$ cat config.mk
export PLATFORM = sky130hd
export DESIGN_NAME = lz77_decoder
export DESIGN_NICKNAME = d
export VERILOG_FILES = /design/src/rtl/lz77_pkg.sv /design/src/rtl/lz77_history_buf.sv /design/src/rtl/lz77_decoder.sv
export SDC_FILE = /design/constraint.sdc
export NUM_CORES = 1
export LEC_CHECK = 0
export ABC_AREA = 1
export CAP_MARGIN = 20
export CORE_AREA = 10 10 101 103
export DETAILED_ROUTE_END_ITERATION = 10
export DIE_AREA = 0 0 111 113
export PLACE_DENSITY = 0.86
export SETUP_SLACK_MARGIN = 0.15
export SLEW_MARGIN = 20
export SYNTH_ARGS = -nofsm -noshare
export SYNTH_HDL_FRONTEND = slang
export SYNTH_SLANG_ARGS = --single-unit
export TNS_END_PERCENT = 1
$ cat constraint.sdc
create_clock -name clk -period 2.22 [get_ports clk]
set_input_delay 0.222 -clock clk [delete_from_list [all_inputs] [get_ports clk]]
set_output_delay 0.222 -clock clk [all_outputs]
set_load 0.1 [all_outputs]
$ cat src/rtl/lz77_pkg.sv
// Shared LZ77 parameters, token layout and decoder state encoding.
// Imported by the decoder, its history buffer and the compressor's output packer.
package lz77_pkg;

  localparam int DATA_W         = 8;
  localparam int SEARCH_SIZE    = 8;
  localparam int LOOKAHEAD_SIZE = 6;
  localparam int OFF_W          = 4;
  localparam int LEN_W          = 3;
  localparam int MAX_LEN        = LOOKAHEAD_SIZE - 1;
  localparam int PTR_W          = $clog2(SEARCH_SIZE);
  localparam int FILL_W         = $clog2(SEARCH_SIZE + 1);

  typedef struct packed {
    logic [OFF_W-1:0]  offset;
    logic [LEN_W-1:0]  length;
    logic [DATA_W-1:0] lit_char;
    logic              last;
  } token_t;

  typedef enum logic [2:0] {
    ST_IDLE = 3'd0,
    ST_WAIT = 3'd1,
    ST_COPY = 3'd2,
    ST_LIT  = 3'd3,
    ST_DONE = 3'd4
  } state_e;

  function automatic logic [LEN_W-1:0] clamp_len(input logic [LEN_W-1:0] len);
    return (int'(len) > MAX_LEN) ? LEN_W'(MAX_LEN) : len;
  endfunction

endpackage

$ cat src/rtl/lz77_history_buf.sv
// Circular history window: one write per emitted byte, combinational read
// at (write pointer - offset), fill count saturating at the window depth.
module lz77_history_buf
  import lz77_pkg::*;
(
  input  logic              clk,
  input  logic              rst_n,
  input  logic              clear_i,
  input  logic              wr_en_i,
  input  logic [DATA_W-1:0] wr_data_i,
  input  logic [PTR_W-1:0]  rd_offset_i,
  output logic [DATA_W-1:0] rd_data_o,
  output logic [FILL_W-1:0] fill_o
);

  logic [DATA_W-1:0] mem_q [SEARCH_SIZE];
  logic [PTR_W-1:0]  ptr_q, ptr_d;
  logic [FILL_W-1:0] fill_q, fill_d;
  logic [PTR_W-1:0]  rd_addr;

  always_comb begin
    ptr_d  = ptr_q;
    fill_d = fill_q;
    if (clear_i) begin
      ptr_d  = '0;
      fill_d = '0;
    end else if (wr_en_i) begin
      ptr_d = ptr_q + 1'b1;
      if (int'(fill_q) < SEARCH_SIZE) fill_d = fill_q + 1'b1;
    end
  end

  always_ff @(posedge clk) begin
    if (!rst_n) begin
      ptr_q  <= '0;
      fill_q <= '0;
    end else begin
      ptr_q  <= ptr_d;
      fill_q <= fill_d;
    end
  end

  // NOTE: the storage array has no reset; fill_q already marks which entries are meaningful.
  always_ff @(posedge clk) begin
    if (wr_en_i) mem_q[ptr_q] <= wr_data_i;
  end

  assign rd_addr   = ptr_q - rd_offset_i;
  assign rd_data_o = mem_q[rd_addr];
  assign fill_o    = fill_q;

endmodule

$ cat src/rtl/lz77_decoder.sv
// Streaming LZ77 decoder: turns (offset, length, char, last) tokens back into
// a byte stream, one byte per accepted output cycle.
module lz77_decoder
  import lz77_pkg::*;
(
  input  logic              clk,
  input  logic              rst_n,
  input  logic              start,
  input  logic              tok_valid,
  output logic              tok_ready,
  input  logic [OFF_W-1:0]  tok_offset,
  input  logic [LEN_W-1:0]  tok_length,
  input  logic [DATA_W-1:0] tok_char,
  input  logic              tok_last,
  output logic              out_valid,
  output logic [DATA_W-1:0] out_data,
  input  logic              out_ready,
  output logic              done,
  output logic              err
);

  state_e            state_q, state_d;
  token_t            tok_q, tok_d;
  logic              err_q, err_d;
  logic              hist_clr, hist_wr;
  logic [DATA_W-1:0] hist_rd;
  logic [FILL_W-1:0] fill;
  logic              off_range, off_bad, tok_illegal;

  lz77_history_buf u_hist (
    .clk         (clk),
    .rst_n       (rst_n),
    .clear_i     (hist_clr),
    .wr_en_i     (hist_wr),
    .wr_data_i   (out_data),
    .rd_offset_i (tok_q.offset[PTR_W-1:0]),
    .rd_data_o   (hist_rd),
    .fill_o      (fill)
  );

  always_comb begin
    off_range   = (int'(tok_offset) > int'(fill)) || (int'(tok_offset) > SEARCH_SIZE);
    off_bad     = (tok_offset == '0) || off_range;
    tok_illegal = off_range || ((tok_offset == '0) && (tok_length != '0))
                  || (int'(tok_length) > MAX_LEN);
  end

  // NOTE: every output and next-state signal gets a default first so no path infers a latch.
  always_comb begin
    state_d   = state_q;
    tok_d     = tok_q;
    err_d     = err_q;
    tok_ready = 1'b0;
    out_valid = 1'b0;
    out_data  = '0;
    done      = 1'b0;
    hist_clr  = 1'b0;
    hist_wr   = 1'b0;
    unique case (state_q)
      ST_IDLE, ST_DONE: begin
        done = (state_q == ST_DONE);
        if (start) begin
          state_d  = ST_WAIT;
          hist_clr = 1'b1;
          err_d    = 1'b0;
        end
      end
      ST_WAIT: begin
        tok_ready = 1'b1;
        if (tok_valid) begin
          // An unusable offset is stored as 0, which the copy path reads as "emit zeros".
          tok_d.offset   = off_bad ? '0 : tok_offset;
          tok_d.length   = clamp_len(tok_length);
          tok_d.lit_char = tok_char;
          tok_d.last     = tok_last;
          err_d          = err_q | tok_illegal;
          state_d        = (tok_length != '0) ? ST_COPY : ST_LIT;
        end
      end
      ST_COPY: begin
        out_valid = 1'b1;
        out_data  = (tok_q.offset == '0) ? '0 : hist_rd;
        if (out_ready) begin
          hist_wr      = 1'b1;
          tok_d.length = tok_q.length - 1'b1;
          if (tok_q.length == LEN_W'(1)) state_d = ST_LIT;
        end
      end
      ST_LIT: begin
        out_valid = 1'b1;
        out_data  = tok_q.lit_char;
        if (out_ready) begin
          hist_wr = 1'b1;
          state_d = tok_q.last ? ST_DONE : ST_WAIT;
        end
      end
      default: state_d = ST_IDLE;
    endcase
  end

  // The token's length field doubles as the remaining-copy counter.
  always_ff @(posedge clk) begin
    if (!rst_n) begin
      state_q <= ST_IDLE;
      tok_q   <= '0;
      err_q   <= 1'b0;
    end else begin
      state_q <= state_d;
      tok_q   <= tok_d;
      err_q   <= err_d;
    end
  end

  assign err = err_q;

endmodule

Yosys cells after proc, flatten, opt, wreduce, memory -nomap -nowiden
Memory sizes are Yosys's and may differ from the RTL's.
Cells that the tools add are included.
- register bits: 27
- bits in writable memories: 64
- input port bits: 21
- output and inout port bits: 12
- memories: 1
- add/subtract/negate cells: 4
- magnitude comparators: 4
- eq/ne operators: 10
- multiplexer cells: 27
- bitwise logic cells: 2
- reductions and logical operators: 19
- memories (name ; words ; width ; read ports ; clocked after Yosys merged registers in ; wr ports ; line ; text):
    u_hist.mem_q ; 8 ; 8 ; 1 ; 0 ; 1 ; lz77_history_buf.sv:16 ; logic [DATA_W-1:0] mem_q [SEARCH_SIZE];
- operator list (operator ; number):
    3-bit two-way mux ; 8
    8-bit one-hot mux with 2 select lines ; 1
    1-bit two-way mux ; 12
    12-bit two-way mux ; 1
    3-bit one-hot mux with 4 select lines ; 1
    2-bit != test, second input constant ; 5
    4-bit logical NOT ; 2
    8-bit two-way mux ; 1
    3-bit by 1-bit equality test with 1-bit output, second input constant ; 2
    3-bit by 2-bit equality test with 1-bit output, second input constant ; 2
    3-bit one-hot mux with 2 select lines ; 1
    3-bit AND reduction ; 2
    2-bit OR reduction ; 3
    5-bit AND reduction ; 1
    4-bit by 1-bit adder with 4-bit output, second input constant ; 1
    4-bit greater-than comparator ; 1
    4-bit greater-than comparator, second input constant ; 1
    1-bit logical OR ; 4
    4-bit < comparator, second input constant ; 1
    4-bit two-way mux ; 1
    2-bit AND reduction ; 2
    2-bit nonzero test ; 2
    3-bit by 1-bit adder with 3-bit output, second input constant ; 1
    3-bit equality test, second input constant ; 1
    other kinds (9) ; 9

Depth between registers and ports, before layout
- depth after elaboration: 7
- gate-level depth with buffers: 12

Modules after synthesis
Synthesis repeated with hierarchy kept, for this count alone.
- cell total of the unflattened synthesis: 531
- area total of the unflattened synthesis: 4473.0 um^2
- modules (own cells, without submodules) (module ; instances ; cells each ; area an instance (um^2)):
    lz77_history_buf ; 1 ; 345 ; 3261.9
    lz77_decoder ; 1 ; 186 ; 1211.2

Worst setup path after synthesis
No wires, ideal clock.
- path type: register to register
- start: reg u_hist.ptr_q[0]
- end: mem u_hist.mem_q[0][0], data pin
- setup time: 522 ps
- arrival: 2316 ps
- required time: 1698 ps
- slack: -618 ps
- cell stages (with the launch flop): 13
- path buffers: 2
- cell sequence: dfxtp_1 -> inv_1 -> ha_1 -> inv_1 -> fa_1 -> buf_2 -> inv_2 -> buf_2 -> nor2_1 -> o21ai_0 -> nand3_1 -> nand3_1 -> nand2_1
- longest elaborated chain between the ends: 4
- ends and longest elaborated chain (item ; line ; text):
    start: declaration ; lz77_history_buf.sv:17 ; logic [PTR_W-1:0] ptr_q, ptr_d;
    start signal: assignment ; lz77_history_buf.sv:38 ; ptr_q <= ptr_d;
    3-bit subtractor ; lz77_history_buf.sv:48 ; assign rd_addr = ptr_q - rd_offset_i;
    memory 8 x 8 bit ; -- ;
    8-bit two-way mux ; lz77_decoder.sv:82 ; out_data = (tok_q.offset == '0) ? '0 : hist_rd;
    8-bit one-hot mux with 2 select lines ; lz77_decoder.sv:59 ; unique case (state_q)
    named net out_data[0] ; lz77_decoder.sv:16 ; output logic [DATA_W-1:0] out_data,
    end: declaration ; lz77_history_buf.sv:16 ;
The timed path passes the listed nets, and every way through them passes these cells.

Worst setup path in the final report
- start: reg u_hist.ptr_q[0]
- end: out out_data[4]
- longest elaborated chain between the ends: 4
- ends and longest elaborated chain (item ; line):
    3-bit subtractor ; lz77_history_buf.sv:48
    memory 8 x 8 bit ; --
    8-bit two-way mux ; lz77_decoder.sv:82
    8-bit one-hot mux with 2 select lines ; lz77_decoder.sv:59
    end: declaration ; lz77_decoder.sv:16
No other way between the ends.

==> flow_metrics.env <==
export IMPL_cts_tree="yes"
export IMPL_cp_top_family="adder cells"
export IMPL_postSynthAreaPerCell_sq_um=9.41
export IMPL_cp_cell_sequence="inv_2 -> ha_4 -> inv_2 -> fa_2 -> inv_4 -> nor2_1 -> o21ai_0 -> nand3_1 -> nand3_2 -> nand2_8 -> buf_12"
export IMPL_power_density_nw_per_um2=877
export IMPL_r2r_start="u_hist.ptr_q[0]"
export IMPL_worst_pin_slew_ns=0.573
export IMPL_grt_total_usage=0.158
export IMPL_initial_utilization=0.509
export IMPL_vias_per_cell=5.38
export IMPL_combPwrFrac=0.317
export IMPL_num_rows=33
export IMPL_cts_root_buffer="clkbuf_8"
export IMPL_io_pins=33
export IMPL_layout_nets=529
export IMPL_rsz0062_at_grt="yes"
export IMPL_arrival_ns=2.36
export IMPL_cts_sinks=91
export IMPL_ys_warnings_count=0
export IMPL_areaGrowthSynthToFinish_pct=25.9
export IMPL_synth_top_area_frac=0.464
export IMPL_synth_area_leaders="edfxtp_1 46%, dfxtp_1 13%, nand2_1 8.4%"
export IMPL_dp_hpwl_mm=6.90
export IMPL_synth_area_leader_cell="edfxtp_1"
export IMPL_critical_path_buf_inv_count=4
export IMPL_syn_inst=440
export IMPL_vias=3269
export IMPL_max_freq_mhz=387
export IMPL_grt_max_degree=33
export IMPL_whs_endpoint="tok_q[5]"
export IMPL_grt_pass1_wl_mm=16.0
export IMPL_port_buffers=32
export IMPL_crit_path_start_kind="register"
export IMPL_violations="negative setup slack"
export IMPL_grt_overflow=0
export IMPL_postCtsSetupRepairBufs=0
export IMPL_p_leak_nw=2.01
export IMPL_clk_latency_ns=0.37
export IMPL_setup_tns_ns=-2.63
export IMPL_ys_ff_latch=91
export IMPL_drt_iter0_markers=174
export IMPL_dr_pass1_iters=5
export IMPL_max_cap_viol_count=0
export IMPL_worst_slack_ns=-0.367
export IMPL_syn_num_nets=471
export IMPL_worstPathRequired_ns=2.00
export IMPL_yosysSeqAreaShare=0.595
export IMPL_final_cell_mix="85 x nand2_1, 71 x nor2_1, 64 x edfxtp_1"
export IMPL_p_seq_frac=0.439
export IMPL_htreeDepth=3
export IMPL_ctsHoldBuffers=0
export IMPL_crit_path_frequent_cell="inv_2"
export IMPL_die_h_um=113
export IMPL_status="finished, violations left"
export IMPL_die_x_um=111
export IMPL_drt_total_wl_mm=9.88
export IMPL_antenna_left=0
export IMPL_fin_crit_sh=1.17
export IMPL_crit_type="reg2out"
export IMPL_max_stage_delay_ns=0.58
export IMPL_seq_area_sq_um=2460
export IMPL_min_path_cells=3
export IMPL_hold_viol_final=0
export IMPL_gp_congestion=0.923
export IMPL_final_common_cell="nand2_1"
export IMPL_wire_per_inst_um=16.2
export IMPL_swShare=0.382
export IMPL_grt_pass1_vias=3328
export IMPL_skew_ns=0.0152
export IMPL_drive_gt1_frac=0.213
export IMPL_antenna_found_initial=0
export IMPL_finalCriticalPeriod_ns=2.59
export IMPL_slew_headroom=0.615
export IMPL_switchingPower_mw=1.74
export IMPL_total_power_mw=4.57
export IMPL_setup_viol=8
export IMPL_yosysUniqueCellTypes=33
export IMPL_reg2reg_depth=11
export IMPL_clk_pin_slew_ns=0.10
export IMPL_dieArea_sq_um=12500
export IMPL_finalMaxSlewViolations=0
export IMPL_reg2reg_slack_ns=0.03
export IMPL_clockBufferDepth=2
export IMPL_p_int_mw=2.83
export IMPL_drc=0
export IMPL_pwr_share_clk=0.243
export IMPL_fill_cells=602
export IMPL_syn_cell_area_sq_um=4140
export IMPL_n_antenna_cell=0
export IMPL_hold_path_class="in2reg"
export IMPL_slowest_stage="fa_2"
export IMPL_r2r_end="u_hist.mem_q[3][7]"
export IMPL_peakVddDrop_mv=0.957
export IMPL_worstSetupEndpointType="output port"
export IMPL_utilization=0.641
export IMPL_path_max_fanout=16
export IMPL_multiInputGateArea_sq_um=1640
export IMPL_cts_made_buffers=9
export IMPL_worstHoldStart="tok_char[4]"
export IMPL_core_region_area_sq_um=8130
-- per-stage QoR --
stage	setup slack, ns	hold slack, ns	cell area, sq um	std cells
5_1_grt	-0.470	0.421	5210	608
2_1_floorplan	0.0793	0.357	4350	440
3_3_place_gp	0.0336	0.442	5010	592
3_5_place_dp	-0.0817	0.450	5010	592
6_report	-0.367	0.435	5210	608
4_1_cts	-0.384	0.419	5210	608
-- registers in the layout, indices dropped and copies added (netlist names) --
signal and count:
tok_q 16, state_q 3, u_hist.mem_q 64, u_hist.fill_o 4, u_hist.ptr_q 3, err 1
-- worst register-to-register path, cell delays in order (launching register included) --
cell	delay (ns)
dfxtp_2	0.33
inv_2	0.06
ha_4	0.12
inv_2	0.03
fa_2	0.58
buf_6	0.17
nor2_1	0.05
o21ai_0	0.10
nand3_1	0.15
nand3_2	0.14
nand2_8	0.07
buf_4	0.16
-- Yosys cell counts --
| cell type | count |
|---|---|
| nor3_1 | 2 |
| dfxtp_1 | 27 |
| bufinv_8 | 1 |
| a211oi_1 | 2 |
| or2_0 | 1 |
| o31ai_1 | 1 |
| xnor2_1 | 1 |
| edfxtp_1 | 64 |
| nand3_2 | 1 |
| o211ai_1 | 1 |
| buf_2 | 10 |
| nand2_1 | 93 |
| nand3_1 | 39 |
| or3_1 | 1 |
| nand4_1 | 7 |
| inv_4 | 1 |
| nor3b_1 | 1 |
| xnor2_4 | 1 |
| nor2_2 | 3 |
| nor2_1 | 72 |
| a21oi_1 | 18 |
| inv_2 | 10 |
| ha_1 | 9 |
| o21ai_0 | 20 |
| nand2_2 | 9 |
| buf_4 | 1 |
| fa_1 | 1 |
| nor2_4 | 1 |
| inv_1 | 25 |
| clkbuf_1 | 2 |
| o21ai_1 | 13 |
| clkinv_1 | 1 |
| xnor2_2 | 1 |
-- how the worst max path moves through the flow --
stage                               to  slack, ns  depth (start not counted)            start
floorplan                  out_data[0]       0.08                         12  u_hist.ptr_q[0]
global placement    u_hist.mem_q[1][4]       0.03                         11  u_hist.ptr_q[0]
detailed placement  u_hist.mem_q[3][7]      -0.08                         11  u_hist.ptr_q[0]
CTS                        out_data[7]      -0.38                         11  u_hist.ptr_q[0]
global route               out_data[4]      -0.47                         11  u_hist.ptr_q[0]
finish                     out_data[4]      -0.37                         11  u_hist.ptr_q[0]
-- cells by family after synthesis --
family                   share of synthesized area
flip-flops                                   0.595
buffers and inverters                       0.0541
AND/OR/NAND/NOR                              0.238
XOR/XNOR                                    0.0127
adder cells (fa/ha/maj)                     0.0320
AO/OA/AOI/OAI                               0.0689
-- cell type report --
cell class | instances | share of cell area
multi-input cells | 298 | 0.315
inverters | 38 | 0.0310
clock buffers | 9 | 0.0238
flip-flops and latches | 91 | 0.473
repair buffers | 60 | 0.119
clock inverters | 7 | 0.0132
well taps | 105 | 0.0252
-- power by group through the flow --
stage | Combinational [mW] | Clock (mW) | Sequential (mW)
finish | 1.45 | 1.11 | 2.01
global route | 1.59 | 1.21 | 2.02
global placement | 1.37 | 0 | 2.04
CTS | 1.44 | 1.13 | 2.01
floorplan | 1.03 | 0 | 2.08
detailed placement | 1.43 | 0 | 2.04
-- what timing repair did --
item | 4_1_cts | 5_1_grt
endpoints found under the setup margin | 72 | 70
cloned | 0 | 0
pin swaps | 5 | 1
gates resized for setup | 2 | 2
-- layer usage --
| layer | GRT usage | part of all wire | wire length (um) |
|---|---|---|---|
| met5 | 0 | 0 | 0 |
| met2 | 0.276 | 0.52 | 5090 |
| met3 | 0.0317 | 0.050 | 496 |
| met4 | 0.0816 | 0.024 | 237 |
| met1 | 0.181 | 0.41 | 4050 |
No activity file was read; power rests on OpenSTA's default activity.
